===== src/rtl/uart_rx_sipo.sv =====
// rtl/uart_rx_sipo.sv - oversampled 8N1 UART receiver with serial-in/parallel-out shift register.
module uart_rx_sipo #(
  parameter int OVERSAMPLE = 16,
  parameter int DATA_BITS  = 8
) (
  input  logic                 clk,
  input  logic                 rst,
  input  logic                 rx_in,
  input  logic                 sample_tick,
  output logic [DATA_BITS-1:0] rx_data_out,
  output logic                 rx_valid,
  output logic                 frame_err,
  output logic                 busy
);

  localparam int TICK_W = (OVERSAMPLE > 1) ? $clog2(OVERSAMPLE) : 1;
  localparam int BIT_W  = $clog2(DATA_BITS + 1);

  localparam logic [TICK_W-1:0] HALF_LAST = TICK_W'(OVERSAMPLE / 2 - 1);
  localparam logic [TICK_W-1:0] FULL_LAST = TICK_W'(OVERSAMPLE - 1);
  localparam logic [TICK_W-1:0] TICK_ONE  = TICK_W'(1);
  localparam logic [BIT_W-1:0]  BIT_LAST  = BIT_W'(DATA_BITS - 1);
  localparam logic [BIT_W-1:0]  BIT_ONE   = BIT_W'(1);

  typedef enum logic [1:0] {
    ST_IDLE,
    ST_START,
    ST_DATA,
    ST_STOP
  } state_t;

  state_t                state_q, state_d;
  logic                  sync1_q, sync1_d;
  logic                  sync2_q, sync2_d;
  logic [TICK_W-1:0]     tick_cnt_q, tick_cnt_d;
  logic [BIT_W-1:0]      bit_cnt_q, bit_cnt_d;
  logic [DATA_BITS-1:0]  shift_q, shift_d;
  logic [DATA_BITS-1:0]  data_q, data_d;
  logic                  valid_q, valid_d;
  logic                  ferr_q, ferr_d;
  logic                  armed_q, armed_d;
  logic                  rx_s;

  assign sync1_d = rx_in;
  assign sync2_d = sync1_q;
  assign rx_s    = sync2_q;

  always_comb begin
    state_d    = state_q;
    tick_cnt_d = tick_cnt_q;
    bit_cnt_d  = bit_cnt_q;
    shift_d    = shift_q;
    data_d     = data_q;
    valid_d    = 1'b0;
    ferr_d     = 1'b0;
    armed_d    = armed_q;

    if (sample_tick) begin
      case (state_q)
        ST_IDLE: begin
          // A line that stayed low after a framing error must go high before re-arming.
          if (rx_s) begin
            armed_d = 1'b1;
          end else if (armed_q) begin
            state_d    = ST_START;
            tick_cnt_d = '0;
          end
        end

        ST_START: begin
          if (tick_cnt_q == HALF_LAST) begin
            tick_cnt_d = '0;
            if (!rx_s) begin
              state_d   = ST_DATA;
              bit_cnt_d = '0;
            end else begin
              state_d = ST_IDLE;
            end
          end else begin
            tick_cnt_d = tick_cnt_q + TICK_ONE;
          end
        end

        ST_DATA: begin
          if (tick_cnt_q == FULL_LAST) begin
            tick_cnt_d = '0;
            shift_d    = {rx_s, shift_q[DATA_BITS-1:1]};
            bit_cnt_d  = bit_cnt_q + BIT_ONE;
            if (bit_cnt_q == BIT_LAST) begin
              state_d = ST_STOP;
            end
          end else begin
            tick_cnt_d = tick_cnt_q + TICK_ONE;
          end
        end

        ST_STOP: begin
          if (tick_cnt_q == FULL_LAST) begin
            tick_cnt_d = '0;
            state_d    = ST_IDLE;
            if (rx_s) begin
              data_d  = shift_q;
              valid_d = 1'b1;
            end else begin
              ferr_d  = 1'b1;
              armed_d = 1'b0;
            end
          end else begin
            tick_cnt_d = tick_cnt_q + TICK_ONE;
          end
        end

        default: begin
          state_d    = ST_IDLE;
          tick_cnt_d = '0;
        end
      endcase
    end
  end

  always_ff @(posedge clk or posedge rst) begin
    if (rst) begin
      state_q    <= ST_IDLE;
      sync1_q    <= 1'b1;
      sync2_q    <= 1'b1;
      tick_cnt_q <= '0;
      bit_cnt_q  <= '0;
      shift_q    <= '0;
      data_q     <= '0;
      valid_q    <= 1'b0;
      ferr_q     <= 1'b0;
      armed_q    <= 1'b1;
    end else begin
      state_q    <= state_d;
      sync1_q    <= sync1_d;
      sync2_q    <= sync2_d;
      tick_cnt_q <= tick_cnt_d;
      bit_cnt_q  <= bit_cnt_d;
      shift_q    <= shift_d;
      data_q     <= data_d;
      valid_q    <= valid_d;
      ferr_q     <= ferr_d;
      armed_q    <= armed_d;
    end
  end

  assign rx_data_out = data_q;
  assign rx_valid    = valid_q;
  assign frame_err   = ferr_q;
  assign busy        = (state_q != ST_IDLE);

endmodule


===== config.mk =====
export PLATFORM = sky130hd
export DESIGN_NAME = uart_rx_sipo
export DESIGN_NICKNAME = d
export VERILOG_FILES = /design/src/rtl/uart_rx_sipo.sv
export SDC_FILE = /design/constraint.sdc
export NUM_CORES = 1
export LEC_CHECK = 0
export CAP_MARGIN = 20
export CORE_ASPECT_RATIO = 1.4
export CORE_MARGIN = 10
export CORE_UTILIZATION = 37
export DETAILED_ROUTE_END_ITERATION = 10
export PLACE_DENSITY = 0.62
export SLEW_MARGIN = 25
export SYNTH_ARGS = -nofsm -noshare
export SYNTH_HDL_FRONTEND = slang
export SYNTH_SLANG_ARGS = --single-unit

===== constraint.sdc =====
create_clock -name clk -period 2.21 [get_ports clk]
set_input_delay 0.442 -clock clk [delete_from_list [all_inputs] [get_ports clk]]
set_output_delay 0.442 -clock clk [all_outputs]
set_load 0.05 [all_outputs]

Word level (Yosys, flattened, before mapping)

Index checks and enable logic that the tools add are counted.

Input bits: 4
Register bits: 31

Reductions and logical operators: 11
Mux-type cells: 29
Add/subtract/negate cells: 2
Equal/unequal tests: 15

Operators with widths:

| kind                                          | count |
|---|---|
| 2-to-1 mux 4 bit                              | 7 |
| inequality test 2 bit, second input constant  | 9 |
| 2-to-1 mux 2 bit                              | 7 |
| case mux 4 bit (3 select lines)               | 1 |
| 2-to-1 mux 1 bit                              | 11 |
| AND reduction 5 bit                           | 2 |
| adder 4 x 1 -> 4 bit, second input constant   | 2 |
| == test 4 x 3 -> 1 bit, second input constant | 2 |
| case mux 2 bit (4 select lines)               | 1 |
| case mux 4 bit (2 select lines)               | 1 |
| AND reduction 7 bit                           | 1 |
| AND reduction 3 bit                           | 2 |
| nonzero test 2 bit                            | 3 |
| == test 2 bit, second input constant          | 2 |
| == test 4 bit, second input constant          | 1 |
| AND reduction 4 bit                           | 1 |
| == test 2 x 1 -> 1 bit, second input constant | 1 |
| zero test 2 bit                               | 1 |
| case mux 1 bit (2 select lines)               | 1 |
| OR reduction 2 bit                            | 1 |

Logic depth before layout (Yosys ltp)

Word-level depth: 4
Depth in mapped cells: 6
Depth with buffers taken out: 5

Worst setup path after synthesis

Ideal clock, no wire load.

Path type: register to register
Start: register tick_cnt_q[0]
End: register data_q[0], in the netlist rx_data_out[0]
Arrival: 1.552 ns
Setup slack: 0.533 ns
Path buffers: 1
Stages on the path, launching flop included: 7
Clock period less this slack: 1.677 ns
Cells stage by stage: dfrtp_1 ha_1 and3_4 nand4_4 or2_1 buf_6 mux2_4

Cells in the longest elaborated chain, start to end: 2

RTL lines:

| element                       | RTL line | source |
|---|---|---|
| start: declaration            | 35       | `logic [TICK_W-1:0] tick_cnt_q, tick_cnt_d;` |
| start signal: assignment      | 137      | `tick_cnt_q <= tick_cnt_d;` |
| == test 4 bit                 | 98       | `if (tick_cnt_q == FULL_LAST) begin` |
| AND reduction 4 bit (no line) | -        |  |
| end signal: assignment        | 140      | `data_q <= data_d;` |
| end: declaration              | 38       | `logic [DATA_BITS-1:0] data_q, data_d;` |

No other way between the ends.
A chain may end at the register's enable or synchronous reset.

Worst setup path after layout

Start: register tick_cnt_q[0]
End: register data_q[5], in the netlist rx_data_out[5]

The elaborated chain is that of the path after synthesis.

==> qor_table.md <==
| Quantity | This run |
| --- | --- |
| Status | completed |
| Number of resized instances in the post-cts repair step | 0 |
| Setup WS post-layout | 0.2861 ns |
| Initial core utilization | 38.33% |
| Kind of end point of the critical path | flip-flop |
| Nature of the critical path startpoint | flip-flop |
| Total wirelength of the detailed-routed design | 2627 µm |
| Combined global-route utilization of all metal layers | 9.168% |
| Worst Max-Slew Pin Slew | 0.5051 ns |
| Class of the most critical setup path | reg -> reg |
| Via count normalized by instance count | 5.316 |
| Mean routed wirelength per cell | 15.10 µm |
| Accumulated negative setup slack | 0 ns |
| Tot Pwr | 1.535 mW |
| HP Class | reg -> reg |
| Post-CTS Setup Repair Bufs | 0 |
| Die outline area | 0.006711 mm² |
| Post-Syn Instances | 111 |
| Critical path arrival | 2.09 ns |
| Die boundary width | 72.15 µm |
| Final worst path period need | 1.924 ns |
| Highest achievable clock rate | 519.8 MHz |
| Port bufs | 14 |
| Vias in the first global route | 1003 |
| Synth-to-Final Area Change | 20.60% |
| Total clock buffers created by CTS | 5 |
| Total vias in the final route | 925 |
| Total power density per cell area | 903.2 mW/mm² |
| Die Height | 93.01 µm |
| Dominant cell type by area after synthesis | sky130_fd_sc_hd__dfrtp_1 |
| Clock edge transition at the registers on the reported setup and hold paths | 0.07 ns |
| Clock network latency to the later pin of the worst-skew pair | 0.29 ns |
| Buffer depth of the longest clock path | 2 |
| Routing layer with the top usage in global route | met2 |
| Final-stage net count | 137 |
| Cell row count | 26 |
| Synth Cell Area | 0.001409 mm² |
| Setup Skew | 0.006604 ns |
| Max-cap check violation count | 0 |
| Post-route DRC violation count | 0 |
| Synthesized Nets | 117 |
| Met1 layer usage reported by global route | 9.949% |
| Final cell area excluding filler cells | 0.001699 mm² |
| Area after DPL | 0.001599 mm² |
| Std-Cell Core Area | 0.003676 mm² |
| Top post-synthesis cells by area | sky130_fd_sc_hd__dfrtp_1 50%, sky130_fd_sc_hd__mux2_4 8.5%, sky130_fd_sc_hd__mux2_2 8.0%, sky130_fd_sc_hd__dfstp_2 5.6%, sky130_fd_sc_hd__o21ai_0 2.1% |
| Portion of the clock cycle consumed by the worst path in the final layout | 87.05% |
| Root cell of the clock tree | sky130_fd_sc_hd__clkbuf_8 |
| Routing usage on met3 | 5.291% |
| Total number of H-tree levels | 2 |
| Number of buffers added to fix hold violations after cts | 0 |
| Count of TritonRoute iterations in the first routing pass | 5 |
| GR Layer Usage met2 | 13.74% |
| Largest net degree at the start of global routing | 32 |
| Final antenna-violating net count | 0 |
| RSZ-0062 raised after global routing | false |
| Unique masters post-synth | 36 |
| Placement-stage worst setup slack | 0.03530 ns |
| Worst Path Required | 2.38 ns |
| Total count of hold-check failures in the final report | 0 |
| Standby leakage power | 0.7937 nW |
| Final estimated routing congestion in global placement | 0.8015 |
| Count of yosys warnings during synthesis | 0 |
| Synth Area per Inst | 12.69 µm² |
| Seq/Total Area, Yosys | 55.33% |
| First-pass GRT wire length | 4864 µm |
| Clock net sink count | 31 |
| Area share of the largest cell type after synthesis | 49.73% |
| Seq cells post-synth | 31 |
| Initial antenna violation count | 0 |
| CTS tree | built |
| Final setup viols | 0 |
| Number of top-level pins | 15 |
| Layout cell share with drive strength beyond 1 | 28.03% |
| Detailed router's first-iteration violation count | 58 |
| Peak fanout along the critical path | 9 |
| Relative max-transition margin | 66.22% |
| Max IR drop VDD | 542.0 µV |
| Sum of overflow across all layers after global routing | 0 |
| Detailed Place HPWL | 1803 µm |
| N_diodes | 0 |
| Final Slew Violations | 0 |
final timing paths:
check                              startpoint             end  slack (ns)  depth (start not counted)
worst max-delay path            tick_cnt_q[0]  rx_data_out[5]        0.29                          5
worst min-delay path                  sync1_q            rx_s        0.36                          0
worst max register to register  tick_cnt_q[0]  rx_data_out[5]        0.29                          5
worst min register to register        sync1_q            rx_s        0.36                          0
max in group asynchronous                 rst         sync1_q        1.35                          3
min in group asynchronous                 rst    bit_cnt_q[1]        0.53                          3
power breakdown:
part	internal, mW	switching [mW]
registers	0.630	0.126
clock network	0.284	0.207
logic	0.134	0.154
total	1.05	0.487
cells in the final DEF, fill, tap and decap left out, types with 2 or more instances in the layout:
cell / count
sky130_fd_sc_hd__mux2_4: 8
sky130_fd_sc_hd__buf_4: 5
sky130_fd_sc_hd__clkdlybuf4s50_1: 13
sky130_fd_sc_hd__a21oi_1: 3
sky130_fd_sc_hd__dfstp_2: 3
sky130_fd_sc_hd__mux2_2: 10
sky130_fd_sc_hd__ha_1: 2
sky130_fd_sc_hd__a31oi_1: 3
sky130_fd_sc_hd__o31ai_1: 2
sky130_fd_sc_hd__nand2_1: 5
sky130_fd_sc_hd__o21ai_0: 6
sky130_fd_sc_hd__nand4_1: 3
sky130_fd_sc_hd__a32o_1: 2
sky130_fd_sc_hd__dfrtp_1: 28
sky130_fd_sc_hd__clkbuf_8: 7
sky130_fd_sc_hd__inv_1: 8
sky130_fd_sc_hd__nor2_1: 4
flip-flops by register name, summed over array words and instances (netlist names), 4 cells and up, named ones only:
register / flops
rx_data_out: 8
shift_q: 8
bit_cnt_q: 4
tick_cnt_q: 4
cell families after synthesis:
| family | synth area share (%) |
|---|---|
| flip-flops | 55.33 |
| adder cells (fa/ha/maj) | 1.776 |
| AO/OA/AOI/OAI | 10.48 |
| multiplexers | 16.52 |
| AND/OR/NAND/NOR | 11.64 |
| buffers and inverters | 4.262 |
critical path: stages, from the launching register on:
cell and delay [ns]:
sky130_fd_sc_hd__dfrtp_1 0.38, sky130_fd_sc_hd__ha_1 0.27, sky130_fd_sc_hd__and3_4 0.26, sky130_fd_sc_hd__nand4_4 0.10, sky130_fd_sc_hd__or2_1 0.42, sky130_fd_sc_hd__mux2_4 0.37
cells in the mapped netlist, drive strengths merged:
cell and instances:
inv 8, o21ai 7, or2 2, ha 2, nor2 5, nand2b 1, dfstp 3, o31ai 2
nor2b 1, nand4 4, nand3 1, mux2 18, nor4b 1, a211oi 1, o32ai 1, dfrtp 28
or3 1, nand2 5, clkbuf 1, buf 4, a21oi 3, o311ai 1, nor3 1, a31oi 3
and4 1, a21o 1, and3 1, o2111a 1, a32o 2, and3b 1
metal layers:
metal	up-vias	wire length [µm]
met3	5	209
met4	0	45
met1	461	1067
met5	-	0
met2	19	1303
li1	440	-
final cells by class:
type	instances	area, µm²
flip-flops and latches	31	779.5
fillers	341	1977
well taps	42	52.55
repair buffers	18	167.7
multi-input cells	67	569.3
inverters	8	30.03
clock buffers	8	100.1
metrics by stage:
stage | std cells | hold slack, ns | util (%)
floorplan | 111 | 0.3452 | -
global placement | 166 | 0.3468 | 43.50
detailed placement | 166 | 0.3491 | 43.50
CTS | 174 | 0.3582 | 46.22
global route | 174 | 0.3600 | 46.22
finish | 174 | 0.3568 | 46.22
No activity file was read; power rests on OpenSTA's default activity.
